<file path="config.mk">
export PLATFORM = sky130hd
export DESIGN_NAME = instr_fetch_unit
export DESIGN_NICKNAME = d
export VERILOG_FILES = /design/src/rtl/riscv_fetch_pkg.sv /design/src/rtl/fetch_queue.sv /design/src/rtl/instr_fetch_unit.sv
export SDC_FILE = /design/constraint.sdc
export NUM_CORES = 1
export LEC_CHECK = 0
export ABC_AREA = 0
export CAP_MARGIN = 0
export CORE_MARGIN = 3
export CORE_UTILIZATION = 28
export CTS_BUF_LIST = sky130_fd_sc_hd__clkbuf_16
export DETAILED_ROUTE_END_ITERATION = 10
export GPL_ROUTABILITY_DRIVEN = 0
export HOLD_SLACK_MARGIN = 0.12
export SLEW_MARGIN = 20
export SYNTH_ARGS = -nofsm -noshare
export SYNTH_HDL_FRONTEND = slang
export SYNTH_HIERARCHICAL = 1
export SYNTH_SLANG_ARGS = --single-unit
</file>
<file path="constraint.sdc">
create_clock -name clk -period 4.75 [get_ports clk]
set_input_delay 0.475 -clock clk [delete_from_list [all_inputs] [get_ports clk]]
set_output_delay 0.475 -clock clk [all_outputs]
set_load 0.05 [all_outputs]
</file>
<file path="src/rtl/riscv_fetch_pkg.sv">
// Shared constants and types for the instruction fetch front end.
package riscv_fetch_pkg;

  localparam logic [31:0] RESET_PC_DEFAULT = 32'h0000_0000;
  localparam logic [31:0] END_MARKER       = 32'h0000_0000;
  localparam logic [31:0] PC_STEP          = 32'h0000_0004;

  typedef enum logic [1:0] {
    BOOT = 2'd0,
    RUN  = 2'd1,
    HALT = 2'd2
  } fetch_state_t;

  typedef struct packed {
    logic [31:0] pc;
    logic [31:0] instr;
  } fetch_entry_t;

  function automatic logic [31:0] align_pc(input logic [31:0] addr);
    return {addr[31:2], 2'b00};
  endfunction

endpackage

</file>
<file path="src/rtl/fetch_queue.sv">
// Small synchronous FIFO for fetched {pc, instr} entries; flush wins over push and pop.
module fetch_queue #(
  parameter int WIDTH = 64,
  parameter int DEPTH = 2
) (
  input  logic             clk,
  input  logic             rst_n,
  input  logic             push,
  input  logic [WIDTH-1:0] push_data,
  input  logic             pop,
  input  logic             flush,
  output logic             full,
  output logic             empty,
  output logic [WIDTH-1:0] head
);

  localparam int AW = $clog2(DEPTH);
  localparam logic [AW:0] PTR_ONE = (AW + 1)'(1);

  logic [WIDTH-1:0] mem_r [DEPTH];
  logic [AW:0]      rd_ptr_r;
  logic [AW:0]      wr_ptr_r;
  logic             do_pop_s;
  logic             do_push_s;

  // Extra pointer bit distinguishes full from empty when the indices match.
  assign empty     = (rd_ptr_r == wr_ptr_r);
  assign full      = (rd_ptr_r[AW] != wr_ptr_r[AW]) && (rd_ptr_r[AW-1:0] == wr_ptr_r[AW-1:0]);
  assign head      = mem_r[rd_ptr_r[AW-1:0]];
  assign do_pop_s  = pop & ~empty & ~flush;
  assign do_push_s = push & (~full | do_pop_s) & ~flush;

  // Read/write pointer update
  always_ff @(posedge clk or negedge rst_n) begin
    if (!rst_n) begin
      rd_ptr_r <= '0;
      wr_ptr_r <= '0;
    end else if (flush) begin
      rd_ptr_r <= '0;
      wr_ptr_r <= '0;
    end else begin
      if (do_pop_s)  rd_ptr_r <= rd_ptr_r + PTR_ONE;
      if (do_push_s) wr_ptr_r <= wr_ptr_r + PTR_ONE;
    end
  end

  // Entry storage
  always_ff @(posedge clk or negedge rst_n) begin
    if (!rst_n) begin
      for (int i = 0; i < DEPTH; i++) mem_r[i] <= '0;
    end else if (do_push_s) begin
      mem_r[wr_ptr_r[AW-1:0]] <= push_data;
    end
  end

endmodule

</file>
<file path="src/rtl/instr_fetch_unit.sv">
// Fetch front end: owns the PC, reads instruction memory, queues {pc, instr}
// for decode, flushes on redirect and parks on an all-zero word.
module instr_fetch_unit
  import riscv_fetch_pkg::*;
#(
  parameter logic [31:0] RESET_PC = RESET_PC_DEFAULT,
  parameter int          QDEPTH   = 2
) (
  input  logic        clk,
  input  logic        rst_n,
  input  logic        redirect_valid,
  input  logic [31:0] redirect_pc,
  output logic [31:0] imem_addr,
  input  logic [31:0] imem_rdata,
  output logic        out_valid,
  input  logic        out_ready,
  output logic [31:0] out_instr,
  output logic [31:0] out_pc,
  output logic        halted
);

  fetch_state_t state_r;
  logic [31:0]  pc_r;
  logic         halted_r;
  fetch_entry_t head_s;
  fetch_entry_t hold_r;
  fetch_entry_t shown_s;
  fetch_entry_t push_entry_s;
  logic         full_s;
  logic         empty_s;
  logic         pop_s;
  logic         push_s;
  logic         can_push_s;
  logic         is_end_s;

  assign pop_s        = ~empty_s & out_ready;
  assign can_push_s   = ~full_s | pop_s;
  assign is_end_s     = (imem_rdata == END_MARKER);
  assign push_entry_s = {pc_r, imem_rdata};

  // Push only while running with room, no redirect, and a real instruction word
  always_comb begin
    push_s = 1'b0;
    if (!redirect_valid && (state_r == RUN) && can_push_s && !is_end_s) begin
      push_s = 1'b1;
    end else begin
      push_s = 1'b0;
    end
  end

  fetch_queue #(
    .WIDTH ($bits(fetch_entry_t)),
    .DEPTH (QDEPTH)
  ) u_queue (
    .clk       (clk),
    .rst_n     (rst_n),
    .push      (push_s),
    .push_data (push_entry_s),
    .pop       (pop_s),
    .flush     (redirect_valid),
    .full      (full_s),
    .empty     (empty_s),
    .head      (head_s)
  );

  // Remember the last head shown so out_pc/out_instr hold while the queue is empty
  always_ff @(posedge clk or negedge rst_n) begin
    if (!rst_n) begin
      hold_r <= '0;
    end else if (!empty_s) begin
      hold_r <= head_s;
    end
  end

  // Head selection for the decode-facing outputs
  always_comb begin
    shown_s = hold_r;
    if (!empty_s) begin
      shown_s = head_s;
    end else begin
      shown_s = hold_r;
    end
  end

  assign out_valid = ~empty_s;
  assign out_pc    = shown_s.pc;
  assign out_instr = shown_s.instr;
  assign imem_addr = pc_r;
  assign halted    = halted_r;

  // Fetch FSM and program counter; a redirect overrides every state
  always_ff @(posedge clk or negedge rst_n) begin
    if (!rst_n) begin
      state_r  <= BOOT;
      pc_r     <= RESET_PC;
      halted_r <= 1'b0;
    end else if (redirect_valid) begin
      state_r  <= RUN;
      pc_r     <= align_pc(redirect_pc);
      halted_r <= 1'b0;
    end else begin
      case (state_r)
        BOOT: begin
          state_r  <= RUN;
          halted_r <= 1'b0;
        end
        RUN: begin
          if (can_push_s) begin
            if (is_end_s) begin
              state_r  <= HALT;
              halted_r <= 1'b1;
            end else begin
              pc_r <= pc_r + PC_STEP;
            end
          end
        end
        HALT: begin
          halted_r <= 1'b1;
        end
        default: begin
          state_r  <= BOOT;
          halted_r <= 1'b0;
        end
      endcase
    end
  end

endmodule

</file>
==> impl_metrics.json, run 1 <==
{
  "outcome": "finished clean",
  "postPlaceCellArea_um2": 12800,
  "postCtsSetupBuffers": 0,
  "ctsLongestPathBuffers": 3,
  "timing.critical_path.required_ps": 4280,
  "grt_overflow": 0,
  "slowest_stage": "sky130_fd_sc_hd__clkdlybuf4s50_1",
  "antenna_left": 0,
  "critical_path_endpoint_category": "output port",
  "dp_worst_setup_slack_ps": 909,
  "maxSlewHeadroom_pct": 25.1,
  "worst_hold_path_type": "input port to flop",
  "antenna_found_initial": 2,
  "grt_util_all_layers_pct": 12.9,
  "r2r_end": "u_queue/mem_r[73]$_DFFE_PN0P_",
  "numCtsBuffers": 29,
  "synth_warnings": 6,
  "worstMarginPinSlew_ps": 1120,
  "path_max_fanout": 65,
  "report.final.slew_viol_count": 0,
  "vias_per_cell": 4.60,
  "start_kind": "flop",
  "synth_top_cells_by_count": "sky130_fd_sc_hd__dfrtp_1 (229), sky130_fd_sc_hd__mux2_2 (177), sky130_fd_sc_hd__mux2_4 (80)",
  "vdd.ir_drop.worst_v": 0.000399,
  "layout.cell_area.non_filler_um2": 13700,
  "path_buf_inv": 2,
  "grt_first_pass_wirelength_mm": 42.4,
  "floorplan.die.height_um": 201,
  "total_power_mw": 10.6,
  "critical-path-top-delay-family": "buffers and inverters",
  "core_area_um2": 37000,
  "resize_count_post_cts": 0,
  "fp.dieW_um": 201,
  "max-cap-violations": 0,
  "cts.root.buffer_cell": "sky130_fd_sc_hd__clkbuf_16",
  "hold_viol_final": 0,
  "crit_path_cell_trace": "xor2_1 -> nor2_4 -> buf_4 -> mux2_2 -> clkdlybuf4s50_1",
  "initial_cell_density_of_the_core_pct": 28.8,
  "tns_ps": 0,
  "period_utilization_pct": 82.7,
  "finalNetCount": 995,
  "grt_setup_unrepaired": "no",
  "setup_ws_ps": 821,
  "cts_max_level": 1,
  "postSynthAreaPerCell_um2": 14.2,
  "count_of_mapped_cells_out_of_synthesis": 751,
  "synth.yosys.seq_area_share_pct": 53.8,
  "number_of_top_level_design_ports": 166,
  "clock-skew-final_ps": 21.1,
  "num_vias": 6660,
  "netlist-cell-type-count": 49,
  "num_rows": 70,
  "area.growth.synth_to_final_pct": 28.8,
  "io_buffers": 161,
  "worst_ep_arrival_time_ps": 3450,
  "postLayoutCoreUtil_pct": 37.0,
  "r2r.worst_path.cells": 10,
  "ff2ff_setup_slack_ps": 1390,
  "remaining_drc_errors": 0,
  "timing.critical_path.slowest_cell_delay_ps": 870,
  "synth.largest_area_cell": "sky130_fd_sc_hd__dfrtp_1",
  "drt-wirelength-per-cell_um": 18.2,
  "sinks_on_the_clock_net": 229,
  "place_hpwl_mm": 16.5,
  "number_of_failing_setup_endpoints_in_the_final_timing_report": 0,
  "hold_depth": 4,
  "finalWirelength_mm": 26.3,
  "mappedNetlistArea_um2": 10700,
  "post_layout_minimum_cycle_time_ps": 3930,
  "max_freq_mhz": 255,
  "drtIter0Drc": 268,
  "yosys.area.top_type_share_pct": 53.8,
  "floorplan.die_area_um2": 40400,
  "largest_net_degree_at_the_start_of_global_routing": 126,
  "layout-drive-gt1-share_pct": 34.8,
  "synth_top_flop_cell": "sky130_fd_sc_hd__dfrtp_1",
  "antenna_cells": 0,
  "post-synth-top-count-cell": "sky130_fd_sc_hd__dfrtp_1",
  "ys_top_cells_by_area": "sky130_fd_sc_hd__dfrtp_1 (54%), sky130_fd_sc_hd__mux2_2 (19%), sky130_fd_sc_hd__mux2_4 (11%), sky130_fd_sc_hd__xor2_1 (1.6%), sky130_fd_sc_hd__o21ai_0 (1.3%)",
  "ys_seq_elements": 229,
  "crit-reg2reg-launch": "u_queue/wr_ptr_r[1]$_DFFE_PN0P_",
  "power.leakage_nw": 5.96,
  "min_from": "redirect_valid",
  "first_global_vias": 7208,
  "whs_endpoint": "u_queue/wr_ptr_r[0]$_DFFE_PN0P_",
  "drt_pre_antenna_iters": 4,
  "worst_setup_hold_path_clk_slew_ps": 60,
  "power.density_cell_area_nw_per_um2": 770,
  "async_set_or_reset_flop_fraction_in_the_synthesized_netlist_pct": 100,
  "cts_tree": "done",
  "synth_enable_flop_cells": 0,
  "clk-insertion-delay-late_ps": 550,
  "critPathKind": "flop to output port"
}
sequential cells by signal, summed over array words and instances (netlist names):
signal / flops
hold_r: 64
state_r: 2
imem_addr: 30
halted: 1
u_queue/wr_ptr_r: 2
u_queue/rd_ptr_r: 2
u_queue/mem_r: 128
metrics by stage:
step | hold slack, ps | std cells
finish | 307 | 1447
global route | 308 | 1447
CTS | 271 | 1447
detailed placement | 429 | 1394
global placement | 429 | 1394
floorplan | 179 | 756
repair_timing:
action	4_1_cts	5_1_grt
hold buffers	1	0
setup endpoints to repair	0	0
endpoints found under the hold margin	51	0
worst max path at each step:
stage / from / to / slack, ps / cells after the start
after CTS: u_queue/wr_ptr_r[0]$_DFFE_PN0P_ / out_pc[8] / 710 / 5
after global placement: imem_rdata[10] / u_queue/mem_r[46]$_DFFE_PN0P_ / 970 / 11
after detailed placement: imem_rdata[10] / u_queue/mem_r[14]$_DFFE_PN0P_ / 910 / 11
after global routing: u_queue/wr_ptr_r[0]$_DFFE_PN0P_ / out_pc[4] / 620 / 5
after floorplan: u_queue/rd_ptr_r[0]$_DFFE_PN0P_ / u_queue/mem_r[36]$_DFFE_PN0P_ / 1440 / 12
final: u_queue/wr_ptr_r[0]$_DFFE_PN0P_ / out_pc[5] / 820 / 5
layer usage:
layer	track usage [%]	share of wire (%)
met1	17.7	46
met3	3.31	5.7
met5	0	0.11
met4	2.76	1.5
met2	20.8	46
power breakdown:
part | total, mW | switching [mW] | internal [mW]
logic | 5.27 | 2.95 | 2.31
clock network | 2.06 | 0.845 | 1.21
registers | 3.24 | 0.416 | 2.82
total | 10.6 | 4.21 | 6.35
cell families (layout without fill, tap and decap cells):
logic type	count (synthesis)	count (layout)	synth area share, %
xor+xnor	20	20	1.71
compound gates	75	75	5.33
fa+ha+maj	5	5	0.587
simple gates	100	100	5.11
other cells	1	6	0.0352
buf+inv	60	247	3.07
flops	229	229	53.8
mux	261	261	30.4
cell usage in the layout (no fill, tap or decap), drive strengths merged, types with 3 or more instances in the layout:
cell             n
mux2           257
dfrtp          229
clkdlybuf4s50  159
o21ai           30
clkbuf          29
nand2           27
inv             27
xor2            19
nor2            19
buf             18
a31oi           12
nor4            10
o211ai          10
or3              9
o2111ai          9
clkinv           9
nand4            8
conb             6
nand3            5
ha               5
and3             5
mux2i            4
a21oi            3
and2             3
o31ai            3
or4              3
nand2b           3
nor3             3
o311ai           3
worst register-to-register path, cell delays in order (launching register included):
cell and delay, ps:
sky130_fd_sc_hd__dfrtp_1 430, sky130_fd_sc_hd__xnor2_2 420, sky130_fd_sc_hd__nor2_1 240, sky130_fd_sc_hd__a21oi_1 220
sky130_fd_sc_hd__o21ai_1 90, sky130_fd_sc_hd__buf_4 170, sky130_fd_sc_hd__nor2_1 200, sky130_fd_sc_hd__nor2b_1 370
sky130_fd_sc_hd__o311ai_4 400, sky130_fd_sc_hd__buf_12 350, sky130_fd_sc_hd__mux2_4 370
area by class of cell:
cell class	count	area [µm²]
Fill cell	3591	23300
Sequential cell	229	5730
Multi-Input combinational cell	467	4620
Timing Repair Buffer	178	1780
Clock buffer	29	726
Tap cell	504	631
Clock inverter	23	165
Inverter	17	63.8
Note: power is estimated with default switching activity, not from simulation.
==> run 2: changes to the inputs <==
clock period = 3.6 ns   (was 4.75 ns; I/O delays follow)
==> run 2 against run 1 <==
Sequential power is 32% higher. Largest power group unchanged. Critical path type unchanged. Sequential cell count unchanged. Hold slack worse by 120 ps. Cell count decreased by 0.28%. First-iteration DRC count is 8.2% lower. Largest cell class unchanged.
==> impl_metrics.json, run 2 (synthesis results as in run 1) <==
{
  "worst_hold_path_type": "input port to flop",
  "period_utilization_pct": 92.5,
  "timing.critical_path.required_ps": 3240,
  "post_layout_minimum_cycle_time_ps": 3330,
  "cts.root.buffer_cell": "sky130_fd_sc_hd__clkbuf_16",
  "drt-wirelength-per-cell_um": 18.5,
  "numCtsBuffers": 27,
  "sinks_on_the_clock_net": 229,
  "crit-reg2reg-launch": "u_queue/wr_ptr_r[0]$_DFFE_PN0P_",
  "top_register": "u_queue/mem_r",
  "fp.dieW_um": 201,
  "layout-drive-gt1-share_pct": 34.7,
  "max_freq_mhz": 300,
  "initial_cell_density_of_the_core_pct": 28.8,
  "number_of_flip_flops_under_the_largest_register_name": 128,
  "worst_ep_arrival_time_ps": 2970,
  "grt_setup_unrepaired": "no",
  "power.leakage_nw": 5.94,
  "most_common_cell_after_layout_fill_and_taps_aside": "sky130_fd_sc_hd__dfrtp_1",
  "io_buffers": 161,
  "r2r_end": "u_queue/mem_r[88]$_DFFE_PN0P_",
  "vias_per_cell": 4.57,
  "whs_endpoint": "imem_addr[4]$_DFFE_PN0P_",
  "first_global_vias": 7216,
  "floorplan.die.height_um": 201,
  "postCtsSetupBuffers": 0,
  "resize_count_post_cts": 0,
  "largest_net_degree_at_the_start_of_global_routing": 84,
  "drtIter0Drc": 246,
  "postCtsHoldBufs": 1,
  "clk-insertion-delay-late_ps": 550,
  "grt_first_pass_wirelength_mm": 43.1,
  "floorplan.die_area_um2": 40400,
  "antenna_found_initial": 2,
  "max-cap-violations": 0,
  "critical-path-top-delay-family": "buffers and inverters",
  "area.growth.synth_to_final_pct": 28.7,
  "power.density_cell_area_nw_per_um2": 1010,
  "drt_pre_antenna_iters": 4,
  "cts_max_level": 1,
  "worstMarginPinSlew_ps": 844,
  "num_vias": 6588,
  "remaining_drc_errors": 0,
  "grt_overflow": 0,
  "ctsLongestPathBuffers": 3,
  "path_buf_inv": 2,
  "start_kind": "flop",
  "place_hpwl_mm": 17.1,
  "cts_tree": "done",
  "hold_viol_final": 0,
  "slowest_stage": "sky130_fd_sc_hd__clkdlybuf4s50_1",
  "crit_path_cell_trace": "xor2_1 -> nor2_4 -> buf_4 -> mux2_2 -> clkdlybuf4s50_1",
  "vdd.ir_drop.worst_v": 0.000487,
  "maxSlewHeadroom_pct": 43.2,
  "antenna_left": 0,
  "number_of_failing_setup_endpoints_in_the_final_timing_report": 0,
  "clock-skew-final_ps": 19.6,
  "r2r.worst_path.cells": 10,
  "critPathKind": "flop to output port",
  "finalWirelength_mm": 26.8,
  "worst_setup_hold_path_clk_slew_ps": 70,
  "critical_path_endpoint_category": "output port",
  "ff2ff_setup_slack_ps": 540,
  "outcome": "finished clean",
  "tns_ps": 0,
  "number_of_top_level_design_ports": 166,
  "antenna_cells": 0,
  "min_from": "redirect_valid",
  "grt_util_all_layers_pct": 13.3,
  "finalNetCount": 995,
  "report.final.slew_viol_count": 0,
  "num_rows": 70,
  "timing.critical_path.slowest_cell_delay_ps": 740,
  "postLayoutCoreUtil_pct": 37.0,
  "most-common-layout-cells": "sky130_fd_sc_hd__dfrtp_1 (228), sky130_fd_sc_hd__mux2_2 (177), sky130_fd_sc_hd__clkdlybuf4s50_1 (159)",
  "hold_depth": 3,
  "path_max_fanout": 19,
  "core_area_um2": 37000
}
==> run 2: cell count changes in the layout (fill, tap and decap cells not counted) <==
cell / delta
sky130_fd_sc_hd__clkinvlp_4: -1
sky130_fd_sc_hd__clkinv_1: +2
sky130_fd_sc_hd__clkinv_4: -2
sky130_fd_sc_hd__inv_1: -4
sky130_fd_sc_hd__clkbuf_16: -2
sky130_fd_sc_hd__inv_6: +1
sky130_fd_sc_hd__buf_4: -2
sky130_fd_sc_hd__buf_12: +4
==> run 2: worst max-delay path by stage <==
stage / cells past startpoint / endpoint / start
floorplan: 12 / u_queue/mem_r[36]$_DFFE_PN0P_ / u_queue/rd_ptr_r[0]$_DFFE_PN0P_
global route: 5 / out_instr[1] / u_queue/wr_ptr_r[0]$_DFFE_PN0P_
finish: 5 / out_instr[1] / u_queue/wr_ptr_r[0]$_DFFE_PN0P_
global placement: 10 / u_queue/mem_r[95]$_DFFE_PN0P_ / imem_rdata[10]
detailed placement: 10 / u_queue/mem_r[57]$_DFFE_PN0P_ / imem_rdata[10]
CTS: 5 / out_instr[1] / u_queue/wr_ptr_r[0]$_DFFE_PN0P_
==> run 2: report_power, final <==
part	internal [mW]	total [mW]	switching, mW
registers	3.72	4.29	0.562
clock network	1.49	2.59	1.09
logic	3.09	7.00	3.91
==> run 2: area by class of cell <==
type | count | area, µm²
inverter | 17 | 63.8
sequential | 229 | 5730
fill | 3599 | 23300
tap | 504 | 631
clock inverter | 19 | 141
clock buffer | 27 | 676
multi-input combinational | 467 | 4620
timing repair buffer | 180 | 1840
==> run 2: tightest hold or removal path: stages <==
cell and delay, ps:
sky130_fd_sc_hd__buf_2 180, sky130_fd_sc_hd__nand2_1 80, sky130_fd_sc_hd__o21ai_0 70
==> run 2: metrics by stage <==
| stage | hold WS, ps | power [mW] | cells | worst slack [ps] | area [µm²] |
|---|---|---|---|---|---|
| finish | 184 | 13.9 | 1443 | 271 | 13700 |
| global route | 202 | 14.6 | 1443 | 118 | 13700 |
| CTS | 164 | 14.1 | 1443 | 195 | 13700 |
| detailed placement | 412 | 11.4 | 1396 | 258 | 12900 |
| global placement | 415 | 11.3 | 1396 | 341 | 12900 |
| floorplan | 64.4 | 9.25 | 756 | 287 | 10700 |
==> run 2: routing by layer <==
metal,share of wire [%],track usage (%),up-vias
met4,1.9,2.86,4
met2,46,21.1,150
met3,6.1,3.68,40
met5,0.13,0,-
li1,-,-,3052
met1,46,18.2,3342
